File: config.mk
export PLATFORM = sky130hd
export DESIGN_NAME = trng_word_gen
export DESIGN_NICKNAME = d
export VERILOG_FILES = /design/src/rtl/trng_word_gen.sv
export SDC_FILE = /design/constraint.sdc
export NUM_CORES = 1
export LEC_CHECK = 0
export BUFFER_PORTS_ARGS = -buffer_cell sky130_fd_sc_hd__clkbuf_2
export CELL_PAD_IN_SITES_DETAIL_PLACEMENT = 1
export CELL_PAD_IN_SITES_GLOBAL_PLACEMENT = 2
export CORE_UTILIZATION = 43
export DETAILED_ROUTE_END_ITERATION = 10
export PLACE_DENSITY = 0.83
export SLEW_MARGIN = 5
export SYNTH_ARGS = -nofsm -noshare
export SYNTH_HDL_FRONTEND = slang
export SYNTH_SLANG_ARGS = --single-unit
export TNS_END_PERCENT = 1
File: constraint.sdc
create_clock -name clk -period 6.7 [get_ports clk]
set_clock_uncertainty 0.2 [all_clocks]
set_input_delay 0.67 -clock clk [delete_from_list [all_inputs] [get_ports clk]]
set_output_delay 0.67 -clock clk [all_outputs]
set_load 0.005 [all_outputs]
File: src/rtl/trng_word_gen.sv
// Multi-RO entropy source with repetition-count / adaptive-proportion health tests,
// von Neumann debiasing and valid/ready word packing. Optional APT: `define TRNG_APT_EN.
module trng_word_gen #(
    parameter int NUM_RO     = 8,
    parameter int WORD_W     = 32,
    parameter int RCT_CUTOFF = 8,
    parameter int APT_WINDOW = 64,
    parameter int APT_CUTOFF = 40
) (
    input  logic              clk,
    input  logic              rst,
    input  logic              enable,
    input  logic              test_mode,
    input  logic              test_bit,
    input  logic              word_ready,
    output logic [WORD_W-1:0] word_out,
    output logic              word_valid,
    output logic              health_fail,
    output logic [1:0]        fail_code
);
    localparam int BIT_W = $clog2(WORD_W);
    localparam int RCT_W = $clog2(RCT_CUTOFF + 1);

    logic [NUM_RO-1:0] ro_out;

    // Behavioural oscillator model: instance gi toggles every gi+1 clocks. Swap in the
    // placed inverter-ring primitive for silicon; everything downstream is unchanged.
    generate
        for (genvar gi = 0; gi < NUM_RO; gi++) begin : g_ro
            logic [4:0] phase_reg;
            logic       osc_reg;
            always_ff @(posedge clk or posedge rst) begin
                if (rst) begin
                    phase_reg <= '0;
                    osc_reg   <= 1'b0;
                end else if (phase_reg == 5'(gi)) begin
                    phase_reg <= '0;
                    osc_reg   <= ~osc_reg;
                end else begin
                    phase_reg <= phase_reg + 5'd1;
                end
            end
            assign ro_out[gi] = osc_reg;
        end
    endgenerate

    logic src;
    logic s1_reg, s2_reg, en_d1_reg, sv_reg;

    assign src = test_mode ? test_bit : ^ro_out;

    always_ff @(posedge clk or posedge rst) begin
        if (rst) begin
            s1_reg    <= 1'b0;
            s2_reg    <= 1'b0;
            en_d1_reg <= 1'b0;
            sv_reg    <= 1'b0;
        end else begin
            s1_reg    <= src;
            s2_reg    <= s1_reg;
            en_d1_reg <= enable;
            sv_reg    <= en_d1_reg;
        end
    end

    // Repetition-count test
    logic [RCT_W-1:0] rct_len_reg, rct_len_next;
    logic             rct_last_reg;
    logic             rct_hit;

    always_comb begin
        rct_len_next = rct_len_reg;
        if (rct_len_reg == '0 || s2_reg != rct_last_reg)
            rct_len_next = RCT_W'(1);
        else if (rct_len_reg != RCT_W'(RCT_CUTOFF))
            rct_len_next = rct_len_reg + RCT_W'(1);
        rct_hit = sv_reg && (rct_len_next == RCT_W'(RCT_CUTOFF));
    end

    always_ff @(posedge clk or posedge rst) begin
        if (rst) begin
            rct_len_reg  <= '0;
            rct_last_reg <= 1'b0;
        end else if (sv_reg) begin
            rct_len_reg  <= rct_len_next;
            rct_last_reg <= s2_reg;
        end
    end

    logic apt_hit;

`ifdef TRNG_APT_EN
    localparam int APT_W = $clog2(APT_WINDOW + 1);
    logic [APT_W-1:0] apt_win_reg, apt_cnt_reg, apt_cnt_next;
    logic             apt_ref_reg;

    always_comb begin
        apt_cnt_next = apt_cnt_reg;
        if (apt_win_reg == '0)
            apt_cnt_next = APT_W'(1);
        else if (s2_reg == apt_ref_reg)
            apt_cnt_next = apt_cnt_reg + APT_W'(1);
        apt_hit = sv_reg && (apt_cnt_next == APT_W'(APT_CUTOFF));
    end

    // apt_win_reg == 0 means "next valid sample opens a window"
    always_ff @(posedge clk or posedge rst) begin
        if (rst) begin
            apt_win_reg <= '0;
            apt_cnt_reg <= '0;
            apt_ref_reg <= 1'b0;
        end else if (sv_reg) begin
            apt_cnt_reg <= apt_cnt_next;
            if (apt_win_reg == '0) begin
                apt_ref_reg <= s2_reg;
                apt_win_reg <= APT_W'(1);
            end else if (apt_win_reg == APT_W'(APT_WINDOW - 1)) begin
                apt_win_reg <= '0;
            end else begin
                apt_win_reg <= apt_win_reg + APT_W'(1);
            end
        end
    end
`else
    // Window parameters only matter when the APT is built in.
    assign apt_hit = 1'b0 & (APT_CUTOFF <= APT_WINDOW);
`endif

    // Von Neumann pairing and word packing
    logic                pair_full_reg, pair_a_reg;
    logic [WORD_W-1:0]   shift_reg, word_next;
    logic [BIT_W-1:0]    bit_cnt_reg;
    logic                vn_emit, word_done;
    logic [1:0]          fail_next;

    assign vn_emit   = sv_reg && pair_full_reg && (pair_a_reg != s2_reg);
    assign word_done = vn_emit && (bit_cnt_reg == BIT_W'(WORD_W - 1));
    assign word_next = {pair_a_reg, shift_reg[WORD_W-1:1]};
    assign fail_next = fail_code | {apt_hit, rct_hit};
    assign health_fail = |fail_code;

    always_ff @(posedge clk or posedge rst) begin
        if (rst) begin
            fail_code     <= 2'b00;
            word_out      <= '0;
            word_valid    <= 1'b0;
            pair_full_reg <= 1'b0;
            pair_a_reg    <= 1'b0;
            shift_reg     <= '0;
            bit_cnt_reg   <= '0;
        end else begin
            fail_code <= fail_next;
            if (|fail_next) begin
                word_valid    <= 1'b0;
                word_out      <= '0;
                pair_full_reg <= 1'b0;
                shift_reg     <= '0;
                bit_cnt_reg   <= '0;
            end else begin
                if (word_valid && word_ready)
                    word_valid <= 1'b0;
                if (!sv_reg) begin
                    pair_full_reg <= 1'b0;
                    shift_reg     <= '0;
                    bit_cnt_reg   <= '0;
                end else if (!pair_full_reg) begin
                    pair_full_reg <= 1'b1;
                    pair_a_reg    <= s2_reg;
                end else begin
                    pair_full_reg <= 1'b0;
                    if (word_done) begin
                        shift_reg   <= '0;
                        bit_cnt_reg <= '0;
                        // A word still waiting on the consumer wins; the new one is dropped.
                        if (!word_valid || word_ready) begin
                            word_out   <= word_next;
                            word_valid <= 1'b1;
                        end
                    end else if (vn_emit) begin
                        shift_reg   <= word_next;
                        bit_cnt_reg <= bit_cnt_reg + BIT_W'(1);
                    end
                end
            end
        end
    end
endmodule

==> results by group, run 1 <==
Min path
  • Hold Path End: sv_reg
  • Min-delay src: en_d1_reg
  • Min-Delay Path Depth: 0
  • Worst hold path class: flop to flop

Routing
  • WL final: 11.1 mm
  • TritonRoute pass-1 iters: 4
  • Antenna Nets Post-Route: 0
  • Via count: about 3,700
  • DRC Markers: 0
  • Drt via density: just over 5
  • Drt first-iter violations: between 150 and 200
  • DR WL/cell: between 15 and 20 um

Floorplan
  • Die height: around 120 um
  • Initial core utilization: 44.3%
  • Core area: 0.0127 mm2
  • I/O pin total: 42
  • Die extent in x: around 120 um
  • Std-Cell Rows: 41
  • Die ar.: 0.0135 mm2

Critical path
  • Worst R2R Path Depth: 7
  • Crit Path Class: flop to flop
  • Slowest-stage cell, CP: nand4_1
  • Worst flop-to-flop path endpoint: word_out[1]
  • Crit-path cells: ha_1, and3_1, ha_1, nand4_1, buf_4, mux2i_1, nor2_1
  • CP Max Fanout: 22
  • Most used cell, CP: ha_1
  • Crit-path max cell delay: 620 ps
  • Worst path required time: 6780 ps
  • RR Startpoint: bit_cnt_reg[0]
  • Data arrival, critical path: 2790 ps
  • Crit end category: flop
  • Startpoint types: flop
  • Reg2reg setup slack: about 4000 ps

Power
  • Pwr dens: 286 mW/mm2
  • Power Total: about 0.0019 W
  • Worst IR Drop VDD: 0.169 mV
  • Leakage: 3.31 nW

Logic synthesis
  • Top FF cell, synth: dfrtp_1
  • EDFF count, synth: 0
  • Yosys cell types: 41
  • Async SR Flop Fraction: 100%
  • Cell area after synthesis: 0.00562 mm2
  • Synth Net Count: 518
  • Syn Inst Count: about 490
  • Ys Warns: 0
  • Post-Syn Area per Cell: between 10 and 15 um2
  • Synthesized flop and latch total: roughly 130
  • Seq/Total Area, Yosys: a little under three fifths

STA
  • RSZ-0062 raised after global routing: no
  • Setup violators final: 0
  • Max Slew Vio Count: 0
  • Max-slew headroom: between 10% and 20%
  • Final Cycle Share: 40.5%
  • Fmax: ~0.37 GHz
  • Fin crit period: 2710 ps
  • Measured slew at the worst slew-check pin: 1280 ps
  • TNS Setup: 0 ps
  • Final Hold Violating Endpoints: 0

Clocking
  • H-tree depth: 4
  • Clock tree buffer depth: 2
  • Post CTS Setup Buffer Count: 0
  • TritonCTS clock tree: done
  • CTS sink count: 129
  • Post-CTS sizing: 0
  • Root Buffer: clkbuf_16
  • Clock buffer count from CTS: 17
  • Skew-Pair Late Insertion Delay: about 410 ps
  • Hold Buf Count CTS: 0
  • CTS clock-pin slew for the worst setup and hold paths: 50 ps

GRT
  • Vias in the first global route: just over 4,000
  • Largest net degree at the start of global routing: 67
  • First-pass GRT wire length: 19.4 mm
  • Grt total ovfl: 0
  • Gr usage total: between 10% and 20%
  • Initial antenna violation count: 0

Cells and area
  • Ratio of cells with drive above 1 in the final layout: 15.4%
  • Final cell count without fillers: between 700 and 800
  • N_diodes: 0
  • Fin nets: 559
  • Fill cells: 1,371
  • Max reg flops: 40
  • Final instance area: around 0.0065 mm2
  • Commonest non-fill, non-tap cells in the layout: dfrtp_1, nor2_1, clkbuf_2
  • Synth-to-layout area growth: 15.9%
  • Commonest non-fill, non-tap cell in the layout: dfrtp_1

Placement
  • Input/output buffers: 40
  • Inst Count DP: 688
  • Placed inst area: 0.00595 mm2
  • Detailed placer's ending HPWL: 6.81 mm
  • Final estimated routing congestion in global placement: 0.680

Outcome
  • Status: finished clean

Job
  • Max cap viols: 0
[per-stage QoR]
stage | utilization [%] | worst slack, ps | hold WS (ps)
floorplan | - | 2390 | 131
global placement | 46.9 | 4070 | 133
detailed placement | 46.9 | 3960 | 136
CTS | 51.4 | 3930 | 154
global route | 51.4 | 3760 | 155
finish | 51.4 | 3990 | 150
[per-layer routing]
layer,GRT usage [%],share of wire [%]
met5,0,0
met4,7.18,1.1
met3,5.09,2.5
met2,33.1,53
met1,21.8,43
[worst max-delay path by stage]
stage / startpoint / to / depth (start not counted)
floorplan: rst / bit_cnt_reg[0] / 1
global placement: word_ready / word_out[4] / 6
detailed placement: bit_cnt_reg[0] / word_out[1] / 7
CTS: bit_cnt_reg[0] / word_out[1] / 7
global route: bit_cnt_reg[0] / word_out[1] / 7
finish: bit_cnt_reg[0] / word_out[1] / 7
[synthesized netlist by cell type, types with 2 or more instances]
cell	count	area, um2
inv_1	15	56.3
xnor2_1	24	210
mux2_2	4	45.0
and2_1	2	12.5
nand3_1	18	90.1
dfrtp_1	129	3230
xor2_1	12	105
nor3_1	4	20.0
mux2i_1	33	330
nand3b_1	32	240
a21oi_1	37	185
nand2_1	39	146
buf_2	11	55.1
o21ai_0	7	35.0
nor4bb_1	3	30.0
nand2b_1	3	18.8
clkbuf_1	8	30.0
buf_6	3	33.8
buf_4	2	15.0
a21o_1	3	22.5
nor3b_1	2	15.0
nor2b_1	7	43.8
ha_1	18	225
o22ai_1	2	12.5
nor4b_1	3	26.3
nor2_1	57	214
and3_1	2	12.5
[power by group]
part	internal (W)	leakage (nW)	total [W]	switching [W]
Sequential	0.000796	1.74	0.000816	0.0000199
Clock	0.000572	0.281	0.000885	0.000312
Combinational	0.0000478	1.29	0.000162	0.000114
[cell families (layout without fill, tap and decap cells)]
group	after synthesis	count (layout)	share of synthesized area [%]
mux	37	37	6.68
xor+xnor	37	37	5.90
compound gates	58	58	6.50
simple gates	175	175	16.0
buf+inv	39	92	3.39
fa+ha+maj	18	18	4.01
flops	129	129	57.5
other cells	1	1	0.0668
[worst max-delay path, delay by kind of cell, from the launching register on]
family	cells	cell delay, ps
fa+ha+maj	2	360
buf+inv	1	540
flops	1	400
mux	1	250
simple gates	3	840
[area by class of cell]
class	count	area [um2]	area share [%]
clock buffers	25	485	7.46
clock inverters	6	80.1	1.23
inverters	15	58.8	0.903
multi-input cells	326	2200	33.8
flip-flops and latches	129	3230	49.6
well taps	172	215	3.31
repair buffers	46	245	3.77
(Power assumes the default switching activity.)
==> inputs of run 2 (changes only) <==
Settings changed: CORE_UTILIZATION 43 to 40, PLACE_DENSITY 0.83 to 0.78.
Clock period 6.7 ns to 2.74 ns, I/O delays scaled along.
==> run 2 against run 1 <==
  * Sequential cell count did not move
  * Sequential share of layout area fell by 1.1 points
  * Routed wire length fell by 0.31%
  * Cell count rose by 1.9%
  * Register-to-register slack got worse by 3600 ps
  * Non-clock buffer count rose by 9
  * Count of clock-buffer cells in the layout fell by 3
  * Hold slack got worse by 130 ps
  * Via count rose by 2.5%
  * Die area rose by 7.4%
  * Largest power group unchanged
  * Highest routed layer unchanged
==> results by group, run 2 (synthesis results as in run 1) <==
Floorplan
  • Die height: 120 um (+3.6%)
  • Initial core utilization: 41.8% (-2.6 points)
  • Die ar.: 0.0145 mm2 (+7.4%)
  • Std-Cell Rows: 42 (+2.4%)
  • Core area: 0.0135 mm2 (+6.2%)
  • Die extent in x: 120 um (+3.6%)
  • I/O pin total: 42 (unchanged)

STA
  • WHS: 18.3 ps (-132 ps)
  • TNS Setup: 0 ps (unchanged)
  • Fmax: 0.429 GHz (+17%)
  • Final Cycle Share: 85.0% (+45 points)
  • Final Hold Violating Endpoints: 0 (unchanged)
  • Measured slew at the worst slew-check pin: 854 ps (-428 ps)
  • Max Slew Vio Count: 0 (unchanged)
  • Setup violators final: 0 (unchanged)
  • Fin crit period: 2330 ps (-385 ps)
  • Max-slew headroom: 42.2% (+28 points)
  • RSZ-0062 raised after global routing: no

Critical path
  • Reg2reg setup slack: 410 ps (-3580 ps)
  • CP Max Fanout: 22 (unchanged)
  • Startpoint types: flop
  • Crit Path Class: flop to flop
  • Worst R2R Path Depth: 7 (unchanged)
  • Crit-path cells: ha_1, and3_1, ha_1, nand4_1, buf_4, mux2i_1, nor2_1
  • Crit. Startpoint: bit_cnt_reg[0]
  • Most used cell, CP: ha_1
  • Slowest-stage cell, CP: dfrtp_1
  • RR Startpoint: bit_cnt_reg[0]
  • Worst path required time: 2840 ps (-3940 ps)
  • Crit end category: flop
  • Data arrival, critical path: 2430 ps (-360 ps)
  • Worst flop-to-flop path endpoint: word_out[10]
  • Crit-path max cell delay: 420 ps (-200 ps)
  • Critical Path Sink: word_out[10]

Routing
  • TritonRoute pass-1 iters: 4 (unchanged)
  • Via count: 3,754 (+2.5%)
  • WL final: 11.1 mm (-0.31%)
  • DR WL/cell: 15.1 um (-2.2%)
  • Drt via density: 5.12 (+0.58%)
  • DRC Markers: 0 (unchanged)
  • Drt first-iter violations: 221 (+41%)
  • Antenna Nets Post-Route: 0 (unchanged)

Power
  • Proportion of power drawn by the clock network: 49.0% (+1.5 points)
  • Reg power frac: 42.2% (-1.6 points)
  • Leakage: 3.37 nW (+1.7%)
  • Logic pwr share: 8.8% (about the same)
  • Pint: 0.00358 W (+150%)
  • Net Sw Power: 0.00115 W (+160%)
  • Pwr dens: 709 mW/mm2 (+150%)
  • Switching Fraction: 24.3% (+0.37 points)
  • Worst IR Drop VDD: 0.436 mV (+160%)

GRT
  • Gr usage total: 17.2% (-1.6 points)
  • Vias in the first global route: 4,029 (-0.30%)
  • Grt total ovfl: 0 (unchanged)
  • Initial antenna violation count: 0 (unchanged)
  • Largest net degree at the start of global routing: 78 (+16%)
  • First-pass GRT wire length: 19.3 mm (-0.21%)

Job
  • Max cap viols: 0 (unchanged)

Clocking
  • CTS sink count: 129 (unchanged)
  • H-tree depth: 4 (unchanged)
  • Skew-Pair Late Insertion Delay: 420 ps (about the same)
  • Clock tree buffer depth: 2 (unchanged)
  • Root Buffer: clkbuf_16
  • Clock buffer count from CTS: 17 (unchanged)
  • CTS clock-pin slew for the worst setup and hold paths: 60 ps (about the same)
  • TritonCTS clock tree: done

Cells and area
  • Commonest non-fill, non-tap cells in the layout: dfrtp_1, nor2_1, clkbuf_2
  • N_diodes: 0 (unchanged)
  • Ratio of cells with drive above 1 in the final layout: 16.7% (+1.3 points)
  • Max reg flops: 40 (unchanged)
  • Fin nets: 568 (+1.6%)
  • Commonest non-fill, non-tap cell in the layout: dfrtp_1
  • Synth-to-layout area growth: 18.6%

Min path
  • Worst hold path class: primary input to flop
  • Min-delay src: word_ready

Placement
  • Input/output buffers: 40 (unchanged)
  • Final estimated routing congestion in global placement: 0.737 (+8.4%)
  • Detailed placer's ending HPWL: 7.14 mm (+4.9%)

Outcome
  • Status: finished clean
run 2: cell count changes in the layout (fill, tap and decap cells not counted), sizes merged:
cell / before / now
buf: 6 / 11
dlygate4sd3: 0 / 4
clkbuf: 65 / 62
clkinvlp: 0 / 4
bufinv: 2 / 3
inv: 15 / 14
run 2: what timing repair did:
action	CTS	global route
gates resized for setup	0	0
setup endpoints to repair	0	0
buffers inserted	0	0
hold buffers	4	0
hold endpoints to repair	131	0
run 2: power groups by stage:
stage               clock [W]  combinational [W]  sequential, W
floorplan                   0           0.000333        0.00201
global placement            0           0.000412        0.00203
detailed placement          0           0.000419        0.00203
CTS                   0.00238           0.000430        0.00199
global route          0.00245           0.000467        0.00200
finish                0.00232           0.000418        0.00199
run 2: final cells by class:
cell class | instances | area (um2)
fillers | 1459 | 6790
flip-flops and latches | 129 | 3230
multi-input cells | 326 | 2200
clock buffers | 22 | 474
repair buffers | 55 | 348
well taps | 176 | 220
clock inverters | 10 | 133
inverters | 15 | 60.1
run 2: worst min-delay path by stage:
stage	cells past startpoint	endpoint	slack (ps)
finish	3	word_valid	20
global route	3	word_valid	30
CTS	3	word_valid	9
detailed placement	0	sv_reg	140
global placement	0	sv_reg	150
floorplan	0	en_d1_reg	110
run 2: per-stage QoR:
| step | utilization (%) | total power (W) | area (um2) | worst slack (ps) | instances |
|---|---|---|---|---|---|
| floorplan | - | 0.00234 | 5620 | 671 | 494 |
| global placement | 44.7 | 0.00244 | 6010 | 499 | 697 |
| detailed placement | 44.7 | 0.00245 | 6010 | 393 | 697 |
| CTS | 49.5 | 0.00480 | 6660 | 384 | 733 |
| global route | 49.5 | 0.00492 | 6660 | 227 | 733 |
| finish | 49.5 | 0.00473 | 6660 | 410 | 733 |
run 2: critical path: cells and delay by family, from the launching register on:
kind / cells / cell delay, ps
buffers and inverters: 1 / 360
muxes: 1 / 250
adders and majority gates: 2 / 560
and+or+nand+nor: 3 / 400
DFF: 1 / 420
run 2: layer usage:
layer  routed length (um)  vias to the layer above  track usage, %  share of wire (%)
met2                 5610                       44            28.8                 51
met3                  317                       21            4.53                2.9
met1                 4950                     1921            20.8                 45
li1                     -                     1768               -                  -
met4                  216                        0            7.41                1.9
met5                    0                        -               0                  0
==> inputs of run 3 (changes only) <==
--- a/config.mk
+++ b/config.mk
@@ -10,5 +10,6 @@
 export CELL_PAD_IN_SITES_GLOBAL_PLACEMENT = 2
-export CORE_UTILIZATION = 40
+export CORE_UTILIZATION = 36
 export DETAILED_ROUTE_END_ITERATION = 10
-export PLACE_DENSITY = 0.78
+export GPL_TIMING_DRIVEN = 0
+export PLACE_DENSITY = 0.74
 export SLEW_MARGIN = 5
==> constraint.sdc (replaced) <==
create_clock -name clk -period 1.9 [get_ports clk]
set_clock_uncertainty 0.2 [all_clocks]
set_input_delay 0.095 -clock clk [delete_from_list [all_inputs] [get_ports clk]]
set_output_delay 0.095 -clock clk [all_outputs]
set_load 0.005 [all_outputs]
==> run 3 against run 2 <==
  * The run now ends with setup timing left
  * Sequential power is 45% higher
  * Clock power is 42% higher
  * First-iteration DRC count is 58% lower
  * Worst setup slack got worse by 480 ps
==> results by group, run 3 (synthesis results as in run 1) <==
Outcome
  • Status: complete, but fails checks
  • Failing checks: setup timing

Power
  • Power Total: 0.00733 W (+55%)
  • Pwr dens: 998 mW/mm2 (+41%)
  • Worst IR Drop VDD: 0.637 mV (+46%)
  • Leakage: 3.63 nW (+7.7%)

Placement
  • Inst Count DP: 725 (+4.0%)
  • Detailed placer's ending HPWL: 7.79 mm (+9.1%)
  • Setup Slack @ Placement: -537 ps (-930 ps)
  • Final estimated routing congestion in global placement: 0.695 (-5.8%)
  • Input/output buffers: 40 (unchanged)
  • Placed inst area: 0.00612 mm2 (+1.7%)

Routing
  • DR WL/cell: 15.3 um (+1.1%)
  • Drt via density: 4.96 (-3.1%)
  • DRC Markers: 0 (unchanged)
  • Via count: 3,881 (+3.4%)
  • WL final: 12.0 mm (+7.9%)
  • TritonRoute pass-1 iters: 4 (unchanged)
  • Drt first-iter violations: 93 (-58%)
  • Antenna Nets Post-Route: 0 (unchanged)

Critical path
  • Crit-path max cell delay: 480 ps (+60 ps)
  • Crit Path Class: flop to flop
  • Delay-heaviest family, CP: simple AND/OR/NAND/NOR gates
  • CP Max Fanout: 7 (-68%)
  • Startpoint types: flop
  • Data arrival, critical path: 2130 ps (-300 ps)
  • Worst path required time: 2050 ps (-790 ps)
  • Crit end category: flop
  • Slowest-stage cell, CP: or4b_4
  • Worst path bufs/invs: 1 (unchanged)
  • Worst R2R Path Depth: 6 (-1)
  • Crit-path cells: ha_2, and3_4, ha_4, clkbuf_8, or4b_4, a21oi_2
  • Critical path depth in cells: 6 (-1)

GRT
  • Gr usage total: 16.5% (-0.66 points)
  • Vias in the first global route: 4,177 (+3.7%)
  • First-pass GRT wire length: 20.4 mm (+5.8%)
  • Grt total ovfl: 0 (unchanged)
  • Largest net degree at the start of global routing: 40 (-49%)
  • Initial antenna violation count: 0 (unchanged)

Cells and area
  • Layout Utilization: 48.3% (-1.2 points)
  • Max reg flops: 40 (unchanged)
  • N_diodes: 0 (unchanged)
  • Commonest non-fill, non-tap cell in the layout: dfrtp_1
  • Ratio of cells with drive above 1 in the final layout: 29.6% (+13 points)
  • Final cell count without fillers: 782 (+6.7%)
  • Fin nets: 608 (+7.0%)
  • Commonest non-fill, non-tap cells in the layout: dfrtp_1, nor2_1, clkbuf_2
  • Synth-to-layout area growth: 30.8%
  • Final instance area: 0.00735 mm2 (+10%)
  • Fill cells: 1,611 (+10%)

STA
  • PnR worst setup slack: -72.8 ps (-483 ps)
  • Final Cycle Share: 104% (+19 points)
  • Final Hold Violating Endpoints: 0 (unchanged)
  • Fmax: 0.507 GHz (+18%)
  • RSZ-0062 raised after global routing: yes
  • Max-slew headroom: 47.6% (+5.4 points)
  • Max Slew Vio Count: 0 (unchanged)
  • Setup violators final: 59 (+59)
  • Fin crit period: 1970 ps (-357 ps)
  • Measured slew at the worst slew-check pin: 774 ps (-79.9 ps)

Clocking
  • Clock buffer count from CTS: 17 (unchanged)
  • H-tree depth: 4 (unchanged)
  • Skew-Pair Late Insertion Delay: 420 ps (about the same)
  • Root Buffer: clkbuf_16
  • Clock tree buffer depth: 2 (unchanged)
  • CTS clock-pin slew for the worst setup and hold paths: 60 ps (about the same)
  • CTS sink count: 129 (unchanged)
  • TritonCTS clock tree: done

Floorplan
  • Initial core utilization: 36.9% (-4.8 points)
  • Core area: 0.0152 mm2 (+13%)
  • Die extent in x: 127 um (+5.3%)
  • I/O pin total: 42 (unchanged)
  • Die height: 127 um (+5.3%)
  • Die ar.: 0.0161 mm2 (+11%)
  • Std-Cell Rows: 45 (+7.1%)

Job
  • Max cap viols: 0 (unchanged)

Min path
  • Worst hold path class: primary input to flop
  • Min-Delay Path Depth: 2 (-1)
[run 3: area by class of cell]
cell class / count / area [um2] / area share (%)
clock inverters: 6 / 105 / 1.43
multi-input cells: 326 / 2470 / 33.7
clock buffers: 23 / 488 / 6.64
well taps: 188 / 235 / 3.20
flip-flops and latches: 129 / 3230 / 44.0
inverters: 15 / 60.1 / 0.818
repair buffers: 72 / 514 / 7.00
plain buffers: 23 / 239 / 3.25
[run 3: path summary, 6_finish.rpt]
kind / from / end / slack [ps]
setup / recovery: bit_cnt_reg[1] / bit_cnt_reg[2] / -70
hold / removal: enable / en_d1_reg / 120
setup reg to reg: bit_cnt_reg[1] / bit_cnt_reg[2] / -70
hold reg to reg: en_d1_reg / sv_reg / 150
max in group asynchronous: rst / shift_reg[13] / 470
min in group asynchronous: rst / g_ro[0].phase_reg[2] / 160
[run 3: metal layers]
| metal | vias up | global-route usage, % | wire [um] |
|---|---|---|---|
| met1 | 1980 | 19.1 | 5080 |
| met5 | - | 0 | 0 |
| met4 | 0 | 7.56 | 210 |
| met2 | 47 | 28.8 | 6390 |
| met3 | 17 | 4.18 | 289 |
| li1 | 1837 | - | - |
[run 3: worst register-to-register path, delay by kind of cell (launching register included)]
family | cells | cell delay (ps)
adders and majority gates | 2 | 360
DFF | 1 | 400
buffers and inverters | 1 | 150
AOI/OAI and AO/OA | 1 | 130
and+or+nand+nor | 2 | 660
[run 3: power by group]
part           switching (W)  internal (W)  total, W
Combinational       0.000619      0.000528   0.00115
Sequential         0.0000825       0.00281   0.00289
Clock                0.00112       0.00217   0.00329
[run 3: per-stage QoR]
stage | hold WS, ps | setup TNS, ps
2_1_floorplan | -73.6 | -6750
3_3_place_gp | 13.4 | -130640
3_5_place_dp | 9.09 | -31960
4_1_cts | 109 | -2250
5_1_grt | 140 | -6360
6_report | 123 | -2250
[run 3: repair_timing]
| action | in CTS | in global routing |
|---|---|---|
| setup endpoints to repair | 73 | 78 |
| pin swaps | 15 | 3 |
| gates resized for setup | 78 | 25 |
| hold endpoints to repair | 35 | 0 |
| setup buffers | 21 | 3 |
| hold buffers | 5 | 0 |
